[src/rtl/bip_fetch_sequencer.sv]
// Fetch/run sequencer for the BIP control block: reads the program BRAM, holds the
// instruction register and issues the one-cycle execute enable (start_bip).
module bip_fetch_sequencer #(
   parameter int AB = 11,
   parameter int IW = 16,
   parameter int CW = 16
) (
   input  logic          clk,
   input  logic          rst_n,
   input  logic          start,
   input  logic          step_mode,
   input  logic [AB-1:0] Addr,
   output logic [AB-1:0] mem_addr,
   input  logic [IW-1:0] mem_data,
   output logic [4:0]    OpCode,
   output logic [AB-1:0] Operand,
   output logic          start_bip,
   output logic          running,
   output logic          halted,
   output logic [CW-1:0] instr_count
);

   typedef enum logic [2:0] {
      S_IDLE      = 3'd0,
      S_ISSUE     = 3'd1,
      S_LATCH     = 3'd2,
      S_EXEC      = 3'd3,
      S_STEP_WAIT = 3'd4,
      S_HALT      = 3'd5
   } state_t;

   state_t        r_state;
   state_t        w_next_state;
   logic [IW-1:0] r_ir;
   logic          r_start_bip;
   logic          r_running;
   logic          r_halted;
   logic [CW-1:0] r_count;
   logic          w_halt_op;
   logic          w_ir_load;
   logic          w_count_inc;

   assign w_halt_op   = (mem_data[IW-1:IW-5] == 5'b00000);
   assign w_ir_load   = (r_state == S_LATCH) && !w_halt_op;
   assign w_count_inc = (r_state == S_EXEC) && (r_count != {CW{1'b1}});

   // Next-state decode; start is only honoured in IDLE and STEP_WAIT
   always_comb begin
      w_next_state = r_state;
      case (r_state)
         S_IDLE: begin
            if (start) w_next_state = S_ISSUE;
            else       w_next_state = S_IDLE;
         end
         S_ISSUE: w_next_state = S_LATCH;
         S_LATCH: begin
            if (w_halt_op) w_next_state = S_HALT;
            else           w_next_state = S_EXEC;
         end
         S_EXEC: begin
            if (step_mode) w_next_state = S_STEP_WAIT;
            else           w_next_state = S_ISSUE;
         end
         S_STEP_WAIT: begin
            if (start) w_next_state = S_ISSUE;
            else       w_next_state = S_STEP_WAIT;
         end
         S_HALT:  w_next_state = S_HALT;
         default: w_next_state = S_IDLE;
      endcase
   end

   // State register
   always_ff @(posedge clk or negedge rst_n) begin
      if (!rst_n) r_state <= S_IDLE;
      else        r_state <= w_next_state;
   end

   // Status flags are decoded from the next state so they line up with r_state
   // while still coming straight from flops
   always_ff @(posedge clk or negedge rst_n) begin
      if (!rst_n) begin
         r_start_bip <= 1'b0;
         r_running   <= 1'b0;
         r_halted    <= 1'b0;
      end else begin
         r_start_bip <= (w_next_state == S_EXEC);
         r_running   <= (w_next_state == S_ISSUE) || (w_next_state == S_LATCH) ||
                        (w_next_state == S_EXEC)  || (w_next_state == S_STEP_WAIT);
         r_halted    <= (w_next_state == S_HALT);
      end
   end

   // Instruction register: a HALT word is never loaded, so the last real instruction stays visible
   always_ff @(posedge clk or negedge rst_n) begin
      if (!rst_n)         r_ir <= {IW{1'b0}};
      else if (w_ir_load) r_ir <= mem_data;
      else                r_ir <= r_ir;
   end

   // Saturating executed-instruction counter
   always_ff @(posedge clk or negedge rst_n) begin
      if (!rst_n)           r_count <= {CW{1'b0}};
      else if (w_count_inc) r_count <= r_count + {{(CW-1){1'b0}}, 1'b1};
      else                  r_count <= r_count;
   end

   assign mem_addr    = Addr;
   assign OpCode      = r_ir[IW-1:IW-5];
   assign Operand     = r_ir[AB-1:0];
   assign start_bip   = r_start_bip;
   assign running     = r_running;
   assign halted      = r_halted;
   assign instr_count = r_count;

endmodule
[config.mk]
export PLATFORM = sky130hd
export DESIGN_NAME = bip_fetch_sequencer
export DESIGN_NICKNAME = d
export VERILOG_FILES = /design/src/rtl/bip_fetch_sequencer.sv
export SDC_FILE = /design/constraint.sdc
export NUM_CORES = 1
export LEC_CHECK = 0
export ABC_AREA = 0
export CAP_MARGIN = 20
export CORE_UTILIZATION = 42
export DETAILED_ROUTE_END_ITERATION = 12
export PLACE_DENSITY_LB_ADDON = 0.2
export SYNTH_ARGS = -nofsm -noshare
export SYNTH_HDL_FRONTEND = slang
export SYNTH_SLANG_ARGS = --single-unit
[constraint.sdc]
create_clock -name clk -period 2.7 [get_ports clk]
set_clock_uncertainty 0.2 [all_clocks]
set_input_delay 0.405 -clock clk [delete_from_list [all_inputs] [get_ports clk]]
set_output_delay 0.405 -clock clk [all_outputs]
set_load 0.005 [all_outputs]
==> impl_metrics.py, run 1 <==
metrics = {
    "finish": {
        "fin_cells": 248,
        "num-nets-final": 229,
        "nFillCells": 338,
        "insertedDiodeCount": 0,
        "area_growth_pct": 32.5,
        "drive_gt1_share_pct": 18.7,
        "final_util_pct": 59.2,
    },
    "global_routing": {
        "grtUsageTotal_pct": 17.5,
        "grt_pass1_wl_microns": 5890,
        "grt_max_degree": 39,
        "antenna_found_initial": 0,
        "grt_pass1_vias": 1337,
        "grt_remaining_overflow": 0,
    },
    "power_and_ir_drop": {
        "p_int_uw": 1590,
        "leakage_uw": 0.00104,
        "p_per_area_nw_per_um2": 932,
        "clock_power_share_pct": 18.1,
        "p_seq_share_pct": 41.8,
        "comb_power_share_pct": 40.1,
        "vdd_drop_max_mv": 0.520,
        "p_sw_uw": 667,
        "p_sw_share_pct": 29.6,
    },
    "flow_run": {
        "max-cap-violations": 0,
    },
    "setup_path": {
        "critPathTopFamily": "simple AND/OR/NAND/NOR gates",
        "path_buf_inv": 0,
        "cp-end-kind": "register",
        "start_kind": "register",
        "worst-setup-path-type": "reg2reg",
        "critPathSlowestCell": "nor4_2",
        "max_stage_delay_ps": 570,
        "worstPathMaxFanout": 6,
        "regToRegStartpoint": "instr_count[0]$_DFFE_PN0P_",
        "r2r-end": "instr_count[1]$_DFFE_PN0P_",
        "crit_arrival_ps": 2150,
        "r2r_cells": 5,
        "crit_chain": "ha_1, nand4_2, nor4_2, nor2_2, mux2_4",
        "required_ps": 2690,
        "r2r_setup_slack_ps": 540,
    },
    "cts": {
        "post_cts_resize_count": 0,
        "ctsHoldBuffers": 0,
        "numClockSinks": 38,
        "clk_pin_slew_worst_paths_ps": 80,
        "clockBufferDepth": 2,
        "cts_setup_buffers": 0,
        "htreeDepth": 2,
        "cts-buffers-inserted": 5,
        "clockRootBuffer": "clkbuf_8",
        "clock_latency_ps": 300,
        "cts_tree": "done",
    },
    "floorplanning": {
        "initial_core_util_pct": 44.7,
        "row_count": 23,
        "die-height_microns": 68.0,
        "dieArea_sq_um": 4620,
        "ios": 77,
        "die_x_microns": 68.0,
        "core_area_sq_um": 4090,
    },
    "timing": {
        "hold_viol": 13,
        "worst_pin_slew_ps": 811,
        "slew_violations": 0,
        "hold_ws_ps": -11.0,
        "slew_headroom_pct": 45.9,
        "postLayoutSetupSlackWorst_ps": 541,
        "setup_tns_ps": 0,
        "fin_crit_sh_pct": 80.0,
        "grt_setup_unrepaired": "false",
        "period_needed_ps": 2160,
        "fmax_ghz": 0.463,
        "finalSetupViolCount": 0,
    },
    "place": {
        "hpwl_microns": 2580,
        "numPortBuffers": 54,
        "place_inst": 240,
        "dpl_worst_slack_ps": 280,
        "gp_congestion": 0.777,
    },
    "route": {
        "vias": 1307,
        "wl_microns": 3520,
        "drt-pass1-iter-count": 4,
        "drc_errors": 0,
        "final_antenna_net_count": 0,
        "via_per_inst": 5.27,
        "avgRoutedWirePerCell_microns": 14.2,
        "drt-initial-drc-count": 76,
    },
    "synthesis": {
        "syn_area_per_cell_sq_um": 12.3,
        "synth-seq-cells": 38,
        "synth_cell_type_count": 38,
        "yosys_warnings": 0,
        "synthCells": 148,
        "netlist_area_sq_um": 1830,
        "synth_ff_type": "dfrtp_1",
        "postSynth.asyncResetShare_pct": 100,
        "seq_area_frac_synth_pct": 52.1,
        "synth_edf_count": 0,
        "syn-num-nets": 180,
    },
    "status": {
        "violations": "negative hold slack",
        "status": "finished, violations left",
    },
    "worst_hold_path": {
        "hp-class": "in2async",
    },
}
sequential cells by signal (all words and copies together) (netlist names):
name         cells
instr_count     16
r_ir            16
r_state          3
halted           1
running          1
start_bip        1
metal layers:
layer  routed length [microns]  up-vias  GRT usage (%)  part of all wire, %
met2                      1730       52           27.7                   49
met1                      1440      627           20.1                   41
met4                       136        0           12.2                  3.9
met5                         0        -              0                    0
met3                       213       16           5.33                  6.0
li1                          -      612              -                    -
cell type report:
type	count	area, sq um	area share (%)
clock buffers	7	86.3	3.57
clock inverters	1	5.00	0.207
inverters	3	11.3	0.465
multi-input cells	93	753	31.1
flip-flops and latches	38	951	39.3
well taps	50	62.6	2.59
repair buffers	56	551	22.8
power by group through the flow:
stage	combinational, uW	sequential, uW	clock [uW]
finish	905	943	407
global route	988	981	442
detailed placement	917	950	0
floorplan	499	915	0
CTS	921	945	419
global placement	893	942	0
worst max path at each step:
| stage | from | to | slack [ps] | cells past startpoint |
|---|---|---|---|---|
| 6_report | instr_count[0]$_DFFE_PN0P_ | instr_count[1]$_DFFE_PN0P_ | 540 | 5 |
| 3_5_place_dp | mem_data[12] | r_ir[8]$_DFFE_PN0N_ | 280 | 5 |
| 2_1_floorplan | mem_data[12] | r_ir[10]$_DFFE_PN0N_ | 700 | 4 |
| 4_1_cts | instr_count[0]$_DFFE_PN0P_ | instr_count[1]$_DFFE_PN0P_ | 530 | 5 |
| 3_3_place_gp | mem_data[12] | r_ir[6]$_DFFE_PN0N_ | 320 | 5 |
| 5_1_grt | instr_count[0]$_DFFE_PN0P_ | instr_count[1]$_DFFE_PN0P_ | 350 | 5 |
kinds of logic after synthesis:
group                      synth area share, %
AOI/OAI and AO/OA                         4.38
xor gates and xnor gates                  6.23
adders and majority gates                0.685
buffers and inverters                     6.71
DFF                                       52.1
muxes                                     13.8
and+or+nand+nor                           16.2
cell usage after synthesis, types with 2 or more instances:
cell,n,area share [%]
nand2_1,8,1.6
mux2_4,10,8.2
o21ai_0,3,0.82
nor3_1,4,1.1
a21oi_1,3,0.82
nor3b_1,2,0.82
inv_1,3,0.62
nor4_1,2,0.68
xor2_1,7,3.4
nand3b_1,2,0.82
nand4_2,2,1.4
buf_4,11,4.5
nor2_1,8,1.6
nand3_1,5,1.4
dfrtp_1,38,52
xnor2_1,6,2.9
mux2_2,8,4.9
nand4_1,6,2.1
stage by stage:
step	instance area (sq um)	power, uW
after floorplan	1830	1410
after global placement	2330	1830
after detailed placement	2330	1870
after CTS	2420	2280
after global routing	2420	2410
final	2420	2260
layout by cell type, fill, tap and decap left out, types with 2 or more instances in the layout:
cell,n
a21oi_1,3
buf_4,2
clkbuf_8,6
clkdlybuf4s50_1,53
dfrtp_1,38
inv_1,3
mux2_2,8
mux2_4,10
nand2_1,8
nand3_1,5
nand3b_1,2
nand4_1,6
nand4_2,2
nor2_1,8
nor3_1,4
nor3b_1,2
nor4_1,2
o21ai_0,3
xnor2_1,6
xor2_1,7
(Power assumes the default switching activity.)
==> run 2: changes to the inputs <==
==> constraint.sdc (replaced) <==
create_clock -name clk -period 2.2 [get_ports clk]
set_clock_uncertainty 0.2 [all_clocks]
set_input_delay 0.33 -clock clk [delete_from_list [all_inputs] [get_ports clk]]
set_output_delay 0.33 -clock clk [all_outputs]
set_load 0.005 [all_outputs]
==> run 2 against run 1 <==
The run now ends clean. Total power rose by 22%. Combinational power grew 24%. Die area unchanged. Critical path depth unchanged. Non-clock buffer count rose by 6. Register-to-register slack lost 350 ps. Critical path type is now in2reg. Critical endpoint is now r_ir[6]$_DFFE_PN0N_.
==> impl_metrics.py, run 2 (synthesis gave the netlist of run 1 again) <==
metrics = {
    "status": {
        "status": "finished, final reports clean",
    },
    "flow_run": {
        "max-cap-violations": 0,
    },
    "floorplanning": {
        "initial_core_util_pct": 44.7,
        "core_area_sq_um": 4090,
        "die_x_microns": 68.0,
        "dieArea_sq_um": 4620,
        "die-height_microns": 68.0,
        "row_count": 23,
        "ios": 77,
    },
    "timing": {
        "hold_viol": 0,
        "finalSetupViolCount": 0,
        "grt_setup_unrepaired": "false",
        "slew_headroom_pct": 44.7,
        "fmax_ghz": 0.492,
        "period_needed_ps": 2030,
        "fin_crit_sh_pct": 92.4,
        "worst_pin_slew_ps": 830,
        "slew_violations": 0,
    },
    "finish": {
        "final_cell_mix": "53 x clkdlybuf4s50_1, 38 x dfrtp_1, 10 x mux2_4",
        "drive_gt1_share_pct": 20.3,
        "nFillCells": 326,
        "num-nets-final": 235,
        "multi_input_area_sq_um": 753,
        "final_area_sq_um": 2460,
        "area_growth_pct": 34.6,
        "seqCellArea_sq_um": 951,
        "insertedDiodeCount": 0,
        "final_common_cell": "clkdlybuf4s50_1",
        "fin_cells": 252,
    },
    "setup_path": {
        "cp-end-kind": "register",
        "critPathSlowestCell": "or4_4",
        "path_buf_inv": 2,
        "start_kind": "primary input",
        "worstPathMaxFanout": 9,
        "required_ps": 2170,
        "max_stage_delay_ps": 550,
        "critPathTopFamily": "buffers and inverters",
        "worst-setup-path-type": "in2reg",
        "crit_chain": "clkdlybuf4s50_1, or4_4, o21ai_4, buf_4, mux2_4",
        "crit_arrival_ps": 2000,
    },
    "worst_hold_path": {
        "hp-class": "reg2reg",
    },
    "global_routing": {
        "grt_pass1_wl_microns": 5940,
        "grt_max_degree": 39,
        "grt_remaining_overflow": 0,
        "grt_pass1_vias": 1342,
        "grtUsageTotal_pct": 17.7,
        "antenna_found_initial": 0,
    },
    "power_and_ir_drop": {
        "leakage_uw": 0.00107,
        "vdd_drop_max_mv": 0.616,
        "power.total_uw": 2750,
        "p_per_area_nw_per_um2": 1120,
    },
    "cts": {
        "clockRootBuffer": "clkbuf_8",
        "numClockSinks": 38,
        "clk_pin_slew_worst_paths_ps": 70,
        "clockBufferDepth": 2,
        "cts_setup_buffers": 0,
        "cts-buffers-inserted": 5,
        "htreeDepth": 2,
        "cts_tree": "done",
        "clock_latency_ps": 290,
    },
    "route": {
        "drc_errors": 0,
        "vias": 1297,
        "avgRoutedWirePerCell_microns": 14.5,
        "via_per_inst": 5.15,
        "drt-initial-drc-count": 59,
        "wl_microns": 3650,
        "drt-pass1-iter-count": 4,
        "final_antenna_net_count": 0,
    },
    "place": {
        "numPortBuffers": 54,
        "place_inst": 245,
        "place_area_sq_um": 2370,
        "gp_congestion": 0.763,
        "hpwl_microns": 2680,
    },
}
==> run 2: cell types whose count changed in the layout (fill, tap and decap cells not counted), sizes merged <==
cell	before	now
clkbuf	7	6
buf	3	8
clkinv	1	0
dlygate4sd3	0	1
==> run 2: through the flow <==
| stage | TNS [ps] | worst slack [ps] | hold slack (ps) | utilization (%) |
|---|---|---|---|---|
| after floorplan | 0 | 247 | -166 | - |
| after global placement | -1270 | -84.6 | 264 | 57.9 |
| after detailed placement | -1860 | -126 | 292 | 57.9 |
| after CTS | 0 | 182 | 309 | 60.2 |
| after global routing | 0 | 39.1 | 323 | 60.2 |
| final | 0 | 167 | 301 | 60.2 |
==> run 2: worst paths after layout <==
kind	startpoint	endpoint	slack (ps)	cells past startpoint
worst min register to register	r_ir[15]$_DFFE_PN0N_	r_ir[15]$_DFFE_PN0N_	300	1
max in group asynchronous	rst_n	r_ir[9]$_DFFE_PN0N_	800	2
worst max register to register	instr_count[0]$_DFFE_PN0P_	instr_count[1]$_DFFE_PN0P_	190	6
worst min-delay path	r_ir[15]$_DFFE_PN0N_	r_ir[15]$_DFFE_PN0N_	300	1
worst max-delay path	mem_data[11]	r_ir[6]$_DFFE_PN0N_	170	5
min in group asynchronous	rst_n	instr_count[10]$_DFFE_PN0P_	480	2
==> run 2: area by class of cell <==
class / instances / area share (%)
clock buffers: 6 / 3.36
inverters: 3 / 0.458
multi-input cells: 93 / 30.6
flip-flops and latches: 38 / 38.7
well taps: 50 / 2.54
repair buffers: 62 / 24.3
==> run 2: repair_timing <==
action                                 in CTS  in global routing
gates resized for setup                     0                  0
endpoints found under the hold margin      38                  0
hold buffers                                1                  0
setup endpoints to repair                   0                  0
==> run 2: worst register-to-register path, delay by kind of cell (launching register included) <==
| kind | cells | cell delay, ps |
|---|---|---|
| buffers and inverters | 1 | 180 |
| muxes | 1 | 300 |
| DFF | 1 | 420 |
| adders and majority gates | 1 | 240 |
| and+or+nand+nor | 3 | 550 |
==> run 2: routing by layer <==
metal / up-vias / global-route usage [%] / share of wire [%]
li1: 622 / - / -
met1: 620 / 19.5 / 42
met2: 43 / 29.7 / 50
met3: 12 / 5.50 / 5.4
met4: 0 / 10.2 / 2.3
met5: - / 0 / 0
==> run 2: where the power goes <==
part	internal (uW)	total, uW	leakage (uW)	switching, uW
sequential	943	1160	0.000478	214
clock	242	471	0.0000431	230
combinational	760	1120	0.000546	364
==> run 3: changes to the inputs <==
--- a/config.mk
+++ b/config.mk
@@ -8,6 +8,7 @@
 export ABC_AREA = 0
 export CAP_MARGIN = 20
 export CORE_UTILIZATION = 42
+export CTS_CLUSTER_DIAMETER = 100
 export DETAILED_ROUTE_END_ITERATION = 12
 export PLACE_DENSITY_LB_ADDON = 0.2
 export SYNTH_ARGS = -nofsm -noshare
==> results of run 3 <==
Final layout, timing and power as in run 2 (identical DEF).
